==> config.mk <==
export PLATFORM = sky130hd
export DESIGN_NAME = operand_fetch
export DESIGN_NICKNAME = d
export VERILOG_FILES = /design/src/rtl/operand_fetch.sv
export SDC_FILE = /design/constraint.sdc
export NUM_CORES = 2
export LEC_CHECK = 0
export BUFFER_PORTS_ARGS = -buffer_cell sky130_fd_sc_hd__buf_2
export CAP_MARGIN = 20
export CELL_PAD_IN_SITES_DETAIL_PLACEMENT = 0
export CELL_PAD_IN_SITES_GLOBAL_PLACEMENT = 1
export CORE_MARGIN = 5
export CORE_UTILIZATION = 50
export CTS_BUF_LIST = sky130_fd_sc_hd__clkbuf_2
export DETAILED_ROUTE_END_ITERATION = 10
export PLACE_DENSITY = 0.85
export SKIP_LAST_GASP = 1
export SLEW_MARGIN = 40
export SYNTH_ARGS = -nofsm -noshare
export SYNTH_HDL_FRONTEND = slang
export SYNTH_SLANG_ARGS = --single-unit
==> constraint.sdc <==
create_clock -name clk -period 2.98 [get_ports clk]
set_input_delay 0.447 -clock clk [delete_from_list [all_inputs] [get_ports clk]]
set_output_delay 0.447 -clock clk [all_outputs]
set_load 0.1 [all_outputs]
==> src/rtl/operand_fetch.sv <==
// Decode/operand-fetch stage: 32x32 register file, busy scoreboard interlock,
// and a valid/ready pipeline register feeding {instr, regA, regB} to execute.
module operand_fetch #(
  parameter logic [31:0] RESET_INSTR = 32'h0000_0000
) (
  input  logic        clk,
  input  logic        rst_n,
  input  logic        if_valid,
  input  logic [31:0] if_instr,
  output logic        if_ready,
  input  logic        flush,
  input  logic        wb_en,
  input  logic [4:0]  wb_addr,
  input  logic [31:0] wb_data,
  output logic        ex_valid,
  input  logic        ex_ready,
  output logic [31:0] ex_instr,
  output logic [31:0] ex_regA,
  output logic [31:0] ex_regB
);

  // Handshake: a transfer happens on a rising edge only when valid and ready
  // are both high; ex_* hold while ex_valid && !ex_ready, and if_ready never
  // looks at if_valid.

  function automatic logic [4:0] dest_of(input logic [31:0] instr);
    logic [5:0] op;
    op = instr[31:26];
    if (op == 6'd0)
      return instr[15:11];
    else if (op[5:1] == 5'b00001 || op == 6'h04 || op == 6'h05 || op == 6'h2b)
      return 5'd0;
    else
      return instr[20:16];
  endfunction

  logic [31:0] regs [32];
  logic [31:0] busy;
  logic [31:0] busy_nxt;
  logic [31:0] wb_vec;
  logic [31:0] eff_busy;

  logic [5:0]  op;
  logic [4:0]  rs, rt, dest, ex_dest;
  logic        use_rs, use_rt;
  logic        hazard;
  logic        issue;
  logic [31:0] rd_a, rd_b;

  assign op      = if_instr[31:26];
  assign rs      = if_instr[25:21];
  assign rt      = if_instr[20:16];
  assign dest    = dest_of(if_instr);
  assign ex_dest = dest_of(ex_instr);

  assign use_rs = (op[5:1] != 5'b00001);
  assign use_rt = (op == 6'd0) || (op == 6'h04) || (op == 6'h05) || (op == 6'h2b);

  // A writeback in this cycle releases its bit before the hazard check.
  assign wb_vec   = wb_en ? (32'd1 << wb_addr) : 32'd0;
  assign eff_busy = busy & ~wb_vec;

  assign hazard = (use_rs && eff_busy[rs]) || (use_rt && eff_busy[rt]) || eff_busy[dest];

  assign if_ready = rst_n && !flush && !hazard && (!ex_valid || ex_ready);
  assign issue    = if_valid && if_ready;

  // Write-through reads so a same-cycle writeback is seen by the issuing instruction.
  assign rd_a = (rs == 5'd0) ? 32'd0 : ((wb_en && wb_addr == rs) ? wb_data : regs[rs]);
  assign rd_b = (rt == 5'd0) ? 32'd0 : ((wb_en && wb_addr == rt) ? wb_data : regs[rt]);

  always_comb begin
    busy_nxt = busy & ~wb_vec;
    if (flush && ex_valid)
      busy_nxt = busy_nxt & ~(32'd1 << ex_dest);
    // Set after clear: a new issue to the same register keeps it busy.
    if (issue)
      busy_nxt = busy_nxt | (32'd1 << dest);
    busy_nxt[0] = 1'b0;
  end

  always_ff @(posedge clk or negedge rst_n) begin
    if (!rst_n) begin
      for (int i = 0; i < 32; i++) regs[i] <= 32'd0;
    end else if (wb_en && wb_addr != 5'd0) begin
      regs[wb_addr] <= wb_data;
    end
  end

  always_ff @(posedge clk or negedge rst_n) begin
    if (!rst_n) busy <= 32'd0;
    else        busy <= busy_nxt;
  end

  always_ff @(posedge clk or negedge rst_n) begin
    if (!rst_n) begin
      ex_valid <= 1'b0;
      ex_instr <= RESET_INSTR;
      ex_regA  <= 32'd0;
      ex_regB  <= 32'd0;
    end else if (flush) begin
      ex_valid <= 1'b0;
      ex_instr <= RESET_INSTR;
      ex_regA  <= 32'd0;
      ex_regB  <= 32'd0;
    end else if (issue) begin
      ex_valid <= 1'b1;
      ex_instr <= if_instr;
      ex_regA  <= rd_a;
      ex_regB  <= rd_b;
    end else if (ex_valid && ex_ready) begin
      ex_valid <= 1'b0;
    end
  end

endmodule

==> impl_metrics.ini <==
[outcome]
status = complete, but fails checks
violations = negative setup slack

[min_path]
hp-class = input pin to flip-flop
min-delay-start = wb_data[27]

[detailed_routing]
firstDrtPassIters = 8
drt_wl_total_um = 195900
via_count = 43987
avgViaCountPerCell = 6.516
drc = 0
wl_per_cell_um = 29.02
drtAntennaViolNets = 0
dr.first_iter.drc_count = 4904

[layout]
design_area_mm2 = 0.07213
drive_above_1_share = 0.5117
area.growth.synth_to_final_pct = 17.08
final_util = 0.5911
final_net_count = 4991

[floorplan]
placementRows = 128
start_util = 0.5048
core_area_mm2 = 0.1220
top_level_ports = 173
dieArea_mm2 = 0.1303
die_x_um = 361.0
die_h_um = 361.0

[logic_synthesis]
synthesis.area_mm2 = 0.06161
synth_fa_ha_area_frac = 0
synthTopCellsByCount = 1152 x dfrtp_1, 904 x mux2_2, 642 x mux4_2
synth_edf_count = 0
yosysSeqAreaShare = 0.4679
synth-seq-cells = 1152
synthFlopType = dfrtp_1
synthTopCellsByArea = dfrtp_1 47%, mux4_2 23%, mux2_2 17%, nand2_1 3.3%, clkbuf_1 2.1%
yosys_warnings = 0
synth_xor_area_frac = 0.001422
synth_fp_nets = 4379
syn_area_per_cell_um2 = 14.31
syn_inst = 4304
muxShareOfSynthArea = 0.4165
synth_top_area_frac = 0.4679
synth_area_leader_cell = dfrtp_1
synth-simple-area-share = 0.05530
synth_top_family_by_area = multiplexers
synth.most_common_cell = dfrtp_1
synth-compound-area-share = 0.02866
async_flop_share = 1.000
ys_types = 75

[setup_path]
crit_type = input pin to output pin
r2r-end = ex_regB[14]
critPathRequiredTime_ps = 2530
crit_start = wb_addr[1]
rr_worst_depth = 13
crit_arrival_ps = 3910
start_kind = input pin
endpoint = if_ready
cp_max_fo = 13
r2r-start = busy[8]
critPathCaptureType = output pin
r2r_setup_slack_ps = -40

[timing]
period_share = 1.463
slew_viol_final = 0
fin_skew_ps = 149.3
worst_pin_slew_ps = 1093
hold_viol_final = 0
maxClockFrequency_mhz = 229.4
maxSlewHeadroom = 0.2716
rsz0062_at_grt = yes
finalSetupViolations = 11
layout_min_cycle_time_ps = 4360
setup_ws_ps = -1380

[global_routing]
grt_first_pass_wirelength_um = 293900
antenna_found_initial = 5
track_usage = 0.2976
overflow = 0
first_global_vias = 46055
grt_max_degree = 137

[placed_design]
hpwl_um = 108600
gp_routability_congestion = 0.9401
place_area_mm2 = 0.06618
numPortBuffers = 172

[power]
cellPowerDensity_mw_per_mm2 = 575.1
finalPower_uw = 41480
p_leak_uw = 0.03236
ir_drop_mv = 0.3223

[cts]
cts_buffers = 317
clkSlewWorstSetupHoldPaths_ps = 100
clockBufferDepth = 4
htree_levels = 5
clk_latency_ps = 1650
cts_tree = yes
cts_root_buffer = clkbuf_2
cts_sinks = 1152

[flow_run]
maxCapViolCount = 0
sequential cells by signal, indices dropped and copies added (netlist names):
register,count
regs,1024
ex_instr,32
ex_regA,32
ex_regB,32
busy,31
ex_valid,1
logic make-up (layout without fill, tap and decap cells):
kind of cell	count (synthesis)	in the layout
buf+inv	478	1296
flops	1152	1152
compound gates	238	238
simple gates	784	784
mux	1642	1642
other cells	0	4
xor+xnor	10	10
through the flow:
stage	cells	hold WS, ps	setup slack (ps)	setup TNS (ps)
4_1_cts	6708	-1032	-1473	-1473
2_1_floorplan	4304	151.4	-1152	-137690
3_5_place_dp	5931	311.6	-784.1	-80820
3_3_place_gp	5931	310.3	-741.7	-80990
5_1_grt	6751	-9.158	-1527	-2382
6_report	6751	65.26	-1380	-1613
worst max-delay path, cell delays in order:
cell,delay [ps]
buf_2,80
dlygate4sd3_1,690
nor2b_1,390
buf_4,230
nand2_2,80
dlygate4sd3_1,610
buf_4,250
nand3_1,180
o2111ai_4,150
a2111oi_4,410
buf_4,210
buf_12,170
final cells by class:
type / instances / area [um^2]
fill: 9541 / 49910
multi-input combinational: 2674 / 31340
sequential: 1152 / 28830
timing repair buffer: 760 / 7289
clock buffer: 431 / 2157
tap: 1625 / 2033
clock inverter: 94 / 421.7
inverter: 11 / 47.55
antenna: 4 / 10.01
where the power goes:
group / switching (uW) / total, uW / internal [uW]
logic: 4310 / 10400 / 6070
registers: 1980 / 20300 / 18300
clock network: 6710 / 10800 / 4050
total: 13000 / 41500 / 28500
cell usage in the layout, fill, tap and decap left out, types with 16 or more instances in the layout:
cell type / instances
buf_12: 83
nor2b_1: 34
o211ai_1: 72
buf_2: 102
nand3_1: 81
nor2_4: 16
clkinv_1: 75
mux2i_1: 79
clkbuf_2: 431
dfrtp_1: 1147
nor2_1: 35
buf_4: 313
o21ai_0: 23
mux4_2: 642
dlygate4sd3_1: 235
nand2_1: 521
mux2_2: 904
layer usage:
layer,up-vias,share of wire,track usage
met5,-,0.000087,0
met3,504,0.10,0.07277
met1,23146,0.39,0.4082
li1,17730,-,-
met2,2605,0.47,0.4647
met4,2,0.041,0.1150
timing repair:
item / in CTS / in global routing
hold buffers: 247 / 35
pin swaps: 13 / 5
resized for setup: 138 / 16
setup endpoints to repair: 100 / 82
hold endpoints to repair: 2272 / 93
setup buffers: 7 / 2
cloned: 0 / 1
worst min-delay path by stage:
| stage | depth (start not counted) | to | slack [ps] |
|---|---|---|---|
| 4_1_cts | 3 | ex_valid | -1030 |
| 3_5_place_dp | 1 | ex_instr[10] | 310 |
| 6_report | 5 | regs[347] | 70 |
| 3_3_place_gp | 1 | ex_instr[7] | 310 |
| 5_1_grt | 5 | regs[346] | -9 |
| 2_1_floorplan | 0 | busy[10] | 150 |
(Power assumes the default switching activity.)
